### src/rtl/rv32i_types.sv
// Shared fetch-path types: FSM state encoding and the buffered {pc, inst} entry.
package rv32i_types;

  typedef enum logic [1:0] {
    IDLE    = 2'd0,
    WAIT    = 2'd1,
    DISCARD = 2'd2
  } fetch_state_t;

  typedef struct packed {
    logic [31:0] pc;
    logic [31:0] inst;
  } fetch_entry_t;

  localparam logic [1:0] FIFO_DEPTH = 2'd2;

endpackage

### src/rtl/fetch_ctrl_inst_fifo.sv
// Two-entry in-order instruction buffer with same-cycle flush; head is always exposed.
import rv32i_types::*;

module inst_fifo (
  input  logic         clk,
  input  logic         rst,
  input  logic         push,
  input  logic         pop,
  input  logic         flush,
  input  fetch_entry_t wdata,
  output fetch_entry_t head,
  output logic [1:0]   count
);

  fetch_entry_t mem [2];
  logic         rd_ptr;
  logic         wr_ptr;

  always_ff @(posedge clk or negedge rst) begin
    if (!rst) begin
      mem[0] <= '0;
      mem[1] <= '0;
      rd_ptr <= 1'b0;
      wr_ptr <= 1'b0;
      count  <= 2'd0;
    end else if (flush) begin
      rd_ptr <= 1'b0;
      wr_ptr <= 1'b0;
      count  <= 2'd0;
    end else begin
      if (push) begin
        mem[wr_ptr] <= wdata;
        wr_ptr      <= ~wr_ptr;
      end
      if (pop) rd_ptr <= ~rd_ptr;
      // Push and pop together leave the occupancy unchanged.
      case ({push, pop})
        2'b10:   count <= count + 2'd1;
        2'b01:   count <= count - 2'd1;
        default: count <= count;
      endcase
    end
  end

  assign head = mem[rd_ptr];

endmodule

### src/rtl/fetch_ctrl.sv
// Instruction fetch controller: one outstanding imem read, 2-entry buffer, redirect flush.
import rv32i_types::*;

module fetch_ctrl #(
  parameter logic [31:0] RESET_PC = 32'h1eceb000
) (
  input  logic        clk,
  input  logic        rst,
  output logic [31:0] imem_addr,
  output logic [3:0]  imem_rmask,
  input  logic [31:0] imem_rdata,
  input  logic        imem_resp,
  input  logic        stall,
  input  logic        redirect,
  input  logic [31:0] redirect_pc,
  output logic        inst_valid,
  output logic [31:0] inst,
  output logic [31:0] inst_pc
);

  fetch_state_t state;
  logic [31:0]  pc;
  logic [31:0]  req_pc;
  logic [1:0]   count;
  fetch_entry_t head;
  fetch_entry_t wdata;
  logic         issue;
  logic         push;
  logic         pop;

  // Issue only from IDLE (nothing outstanding), so pre-pop occupancy alone bounds the FIFO.
  assign issue = rst && (state == IDLE) && !redirect && (count < FIFO_DEPTH);
  assign push  = (state == WAIT) && imem_resp && !redirect;
  assign pop   = inst_valid && !stall && !redirect;

  assign imem_rmask = issue ? 4'hF : 4'h0;
  assign imem_addr  = issue ? pc : 32'h0;

  assign wdata.pc   = req_pc;
  assign wdata.inst = imem_rdata;

  assign inst_valid = (count != 2'd0);
  assign inst       = head.inst;
  assign inst_pc    = head.pc;

  always_ff @(posedge clk or negedge rst) begin
    if (!rst) begin
      state  <= IDLE;
      pc     <= RESET_PC;
      req_pc <= 32'h0;
    end else begin
      if (redirect) pc <= redirect_pc;
      case (state)
        IDLE: begin
          if (issue) begin
            req_pc <= pc;
            pc     <= pc + 32'd4;
            state  <= WAIT;
          end
        end
        WAIT: begin
          if (imem_resp)     state <= IDLE;
          else if (redirect) state <= DISCARD;
        end
        DISCARD: begin
          if (imem_resp) state <= IDLE;
        end
        default: state <= IDLE;
      endcase
    end
  end

  inst_fifo u_fifo (
    .clk   (clk),
    .rst   (rst),
    .push  (push),
    .pop   (pop),
    .flush (redirect),
    .wdata (wdata),
    .head  (head),
    .count (count)
  );

endmodule
### config.mk
export PLATFORM = sky130hd
export DESIGN_NAME = fetch_ctrl
export DESIGN_NICKNAME = d
export VERILOG_FILES = /design/src/rtl/rv32i_types.sv /design/src/rtl/fetch_ctrl_inst_fifo.sv /design/src/rtl/fetch_ctrl.sv
export SDC_FILE = /design/constraint.sdc
export NUM_CORES = 1
export LEC_CHECK = 0
export ABC_AREA = 1
export CAP_MARGIN = 40
export CORE_MARGIN = 3
export CORE_UTILIZATION = 69
export DETAILED_ROUTE_END_ITERATION = 16
export DONT_BUFFER_PORTS = 1
export HOLD_SLACK_MARGIN = 0.05
export PLACE_DENSITY = 0.88
export SYNTH_ARGS = -nofsm -noshare
export SYNTH_HDL_FRONTEND = slang
export SYNTH_HIERARCHICAL = 1
export SYNTH_SLANG_ARGS = --single-unit
### constraint.sdc
create_clock -name clk -period 5.2 [get_ports clk]
set_input_delay 0.78 -clock clk [delete_from_list [all_inputs] [get_ports clk]]
set_output_delay 0.78 -clock clk [all_outputs]
set_load 0.02 [all_outputs]
==> out/metrics.csv <==
metric,value,unit
Combinational Power Share,27.4,%
number of enable-type register cells in the synthesized netlist,0,
amount of wire on met2 after detailed routing,10150,µm
number of CTS-inserted buffers,17,
number of global-route vias before repair,6744,
1st-iter DRT viols,601,
"FF+latch count, synth",198,
Core Area,14100,µm²
CP arrival,2.33,ns
post-detailed-route wirelength per cell,16.80,µm
cell area power density,448.0,nW/µm²
Overall Power,4.693,mW
overflow left after global routing,0,
Root Buffer Master,sky130_fd_sc_hd__clkbuf_16,
clock sink count,198,
total standard cell area after synthesis,10100,µm²
count of filler cells inserted in the layout,995,
static leakage power,5.081,nW
overall via count from detail_route,7176,
H-Tree Depth,4,
Vias/cell,5.677,
final instance area,10480,µm²
final RePlAce weighted congestion,0.8886,
antenna violations before repair,0,
effective utilization at floorplan,71.67,%
clock insertion delay at the later pin of the skew report,0.43,ns
crit path launch type,flip-flop,
first-pass GRT wire length,34160,µm
switching power summed over all nets,1.640,mW
switching power as a share of total power,34.94,%
count of non-filler cells in the finished layout,1264,
placed cell count,1231,
outcome,completed,
final net count,1141,
worst setup slack before clock tree synthesis,2.141,ns
Die Y,127,µm
max-capacitance violation count,0,
count of hold buffers inserted by post-cts repair,1,
Main synth FF type,sky130_fd_sc_hd__dfrtp_1,
top layer used by detailed routing,met4,
Rows,43,
count of instances resized after the clock tree is built,0,
worst setup path category,reg -> out,
RSZ-0062 raised after global routing,false,
maximum number of pins on one net before global-route repair,187,
final count of hold timing violations,0,
final worst slack,2.090,ns
die area,16130,µm²
endpoints failing setup,0,
Die W,127,µm
Final Critical Period,3.110,ns
proportion of synthesized flip-flops having asynchronous set or reset,100.0,%
post-detailed-route count of antenna-violating nets,0,
Detailed Place HPWL,13880,µm
maximum buffer depth of the clock tree,2,
power share of the clock group,27.2,%
Total Negative Setup Slacks,0,ns
CTS clock-pin slew for the worst setup and hold paths,0.07,ns
Placed Area,9877,µm²
global routing usage summed across all routing layers,26.41,%
P&R area growth vs syn,3.690,%
part of the Yosys area used for sequential elements,49.19,%
relative slew slack,37.63,%
total met3 wirelength after detailed routing,1447,µm
Diodes inserted,0,
worst-case vdd ir drop,0.2465,mV
maximum achievable frequency,0.3215,GHz
TritonCTS clock tree,yes,
post-detailed-route DRC marker count,0,
setup repair bufs after CTS,0,
crit path capture type,output port,
sequential cell fraction of total power,45.4,%
io pins,170,
met1 WL,9292,µm
synthesized netlist cell count,1103,
total count of max-transition violations in the final report,0,
unique cell type count in the Yosys netlist,38,
Worst Path Max Fanout,37,
Yosys Warn Count,6,
total wirelength of the detailed-routed design,21240,µm
"Data required, critical path",4.42,ns
clock skew,0.006358,ns
mean post-synth cell area,9.159,µm²
worst hold path class,in -> async,
Tightest Pin Transition,0.9355,ns
Post-Syn Nets,1173,
Buffers on Ports,0,
Internal,3.053,mW
fraction of layout cells with a size suffix above 1,22.69,%
iteration count of the initial detailed-routing pass,5,
final critical-path share of the clock period,59.81,%
[final timing paths]
check / from / endpoint / slack, ns / cells after the start
worst max-delay path: u_fifo/rd_ptr$_DFFE_PN0P_ / inst[28] / 2.09 / 2
worst min-delay path: rst / pc[26]$_DFF_PN1_ / 0.20 / 0
worst max register to register: state[0]$_DFFE_PN0P_ / u_fifo/mem[6]$_DFFE_PN0P_ / 2.72 / 7
worst min register to register: u_fifo/mem[70]$_DFFE_PN0P_ / u_fifo/mem[70]$_DFFE_PN0P_ / 0.48 / 2
max in group asynchronous: rst / u_fifo/rd_ptr$_DFFE_PN0P_ / 4.03 / 1
min in group clk: imem_resp / state[0]$_DFFE_PN0P_ / 0.45 / 1
[flip-flops by register name, indices dropped and copies added (netlist names)]
signal	flops
u_fifo/rd_ptr	1
state	2
req_pc	32
u_fifo/mem	128
pc	32
u_fifo/count	2
u_fifo/wr_ptr	1
[cell usage in the layout, fill, tap and decap left out, drive strengths merged]
cell type | Yosys | routed
a21oi | 4 | 4
a31oi | 2 | 2
and2 | 1 | 1
and3 | 1 | 1
buf | 52 | 10
bufinv | 0 | 2
clkbuf | 9 | 24
clkinv | 0 | 4
clkinvlp | 0 | 2
dfrtp | 186 | 186
dfstp | 12 | 12
ha | 1 | 1
inv | 131 | 131
mux2 | 64 | 64
nand2 | 285 | 285
nand3 | 45 | 45
nand3b | 1 | 1
nand4 | 9 | 9
nor2 | 92 | 92
nor3 | 5 | 5
nor4 | 1 | 1
o211ai | 18 | 18
o21a | 2 | 2
o21ai | 175 | 175
o22ai | 1 | 1
o31ai | 1 | 1
o41ai | 1 | 1
xor2 | 4 | 4
[synth_stat cells, drive strengths merged (2+ instances only)]
cell / n / area share, %
nand2: 285 / 11
dfrtp: 186 / 46
o21ai: 175 / 13
inv: 131 / 4.9
nor2: 92 / 4.1
mux2: 64 / 7.1
buf: 52 / 4.9
nand3: 45 / 2.4
o211ai: 18 / 1.4
dfstp: 12 / 3.1
clkbuf: 9 / 0.33
nand4: 9 / 0.56
nor3: 5 / 0.25
a21oi: 4 / 0.20
xor2: 4 / 0.35
a31oi: 2 / 0.12
o21a: 2 / 0.15
[cell families (layout without fill, tap and decap cells)]
kind of cell,count (synthesis),in the layout,synth area share (%)
adders and majority gates,1,1,0.1238
and+or+nand+nor,440,440,18.22
muxes,64,64,7.134
AOI/OAI and AO/OA,204,204,14.85
xor gates and xnor gates,4,4,0.3468
DFF,198,198,49.19
buffers and inverters,192,173,10.13
[layer usage]
layer | global-route usage (%) | vias to the layer above
li1 | - | 3494
met1 | 37.21 | 3396
met2 | 41.94 | 262
met3 | 5.351 | 24
met4 | 8.013 | 0
met5 | 0 | -
[metrics by stage]
stage / utilization (%) / hold slack, ns
detailed placement: 70.07 / 0.4632
global placement: 70.03 / 0.4590
CTS: 74.31 / 0.1817
global route: 74.31 / 0.1792
floorplan: - / 0.4491
finish: 74.31 / 0.1972
[critical path, cell delays in order (launching register included)]
cell and delay [ns]:
sky130_fd_sc_hd__dfrtp_2 0.91, sky130_fd_sc_hd__buf_4 0.51, sky130_fd_sc_hd__mux2_2 0.46
[cell type report]
| cell class | instances | area [µm²] | share of cell area, % |
|---|---|---|---|
| tap | 180 | 225.2 | 2.150 |
| clock buffer | 24 | 471.7 | 4.503 |
| multi-input combinational | 713 | 4121 | 39.35 |
| inverter | 131 | 494.2 | 4.718 |
| timing repair buffer | 10 | 92.59 | 0.8839 |
| sequential | 198 | 4971 | 47.46 |
| clock inverter | 8 | 98.84 | 0.9436 |
[power groups by stage]
stage	combinational, mW	sequential, mW	clock, mW
3_3_place_gp	1.21	2.13	0
4_1_cts	1.30	2.12	1.30
5_1_grt	1.41	2.17	1.36
3_5_place_dp	1.25	2.15	0
2_1_floorplan	1.11	2.07	0
6_report	1.29	2.13	1.28
No activity file was read; power rests on OpenSTA's default activity.
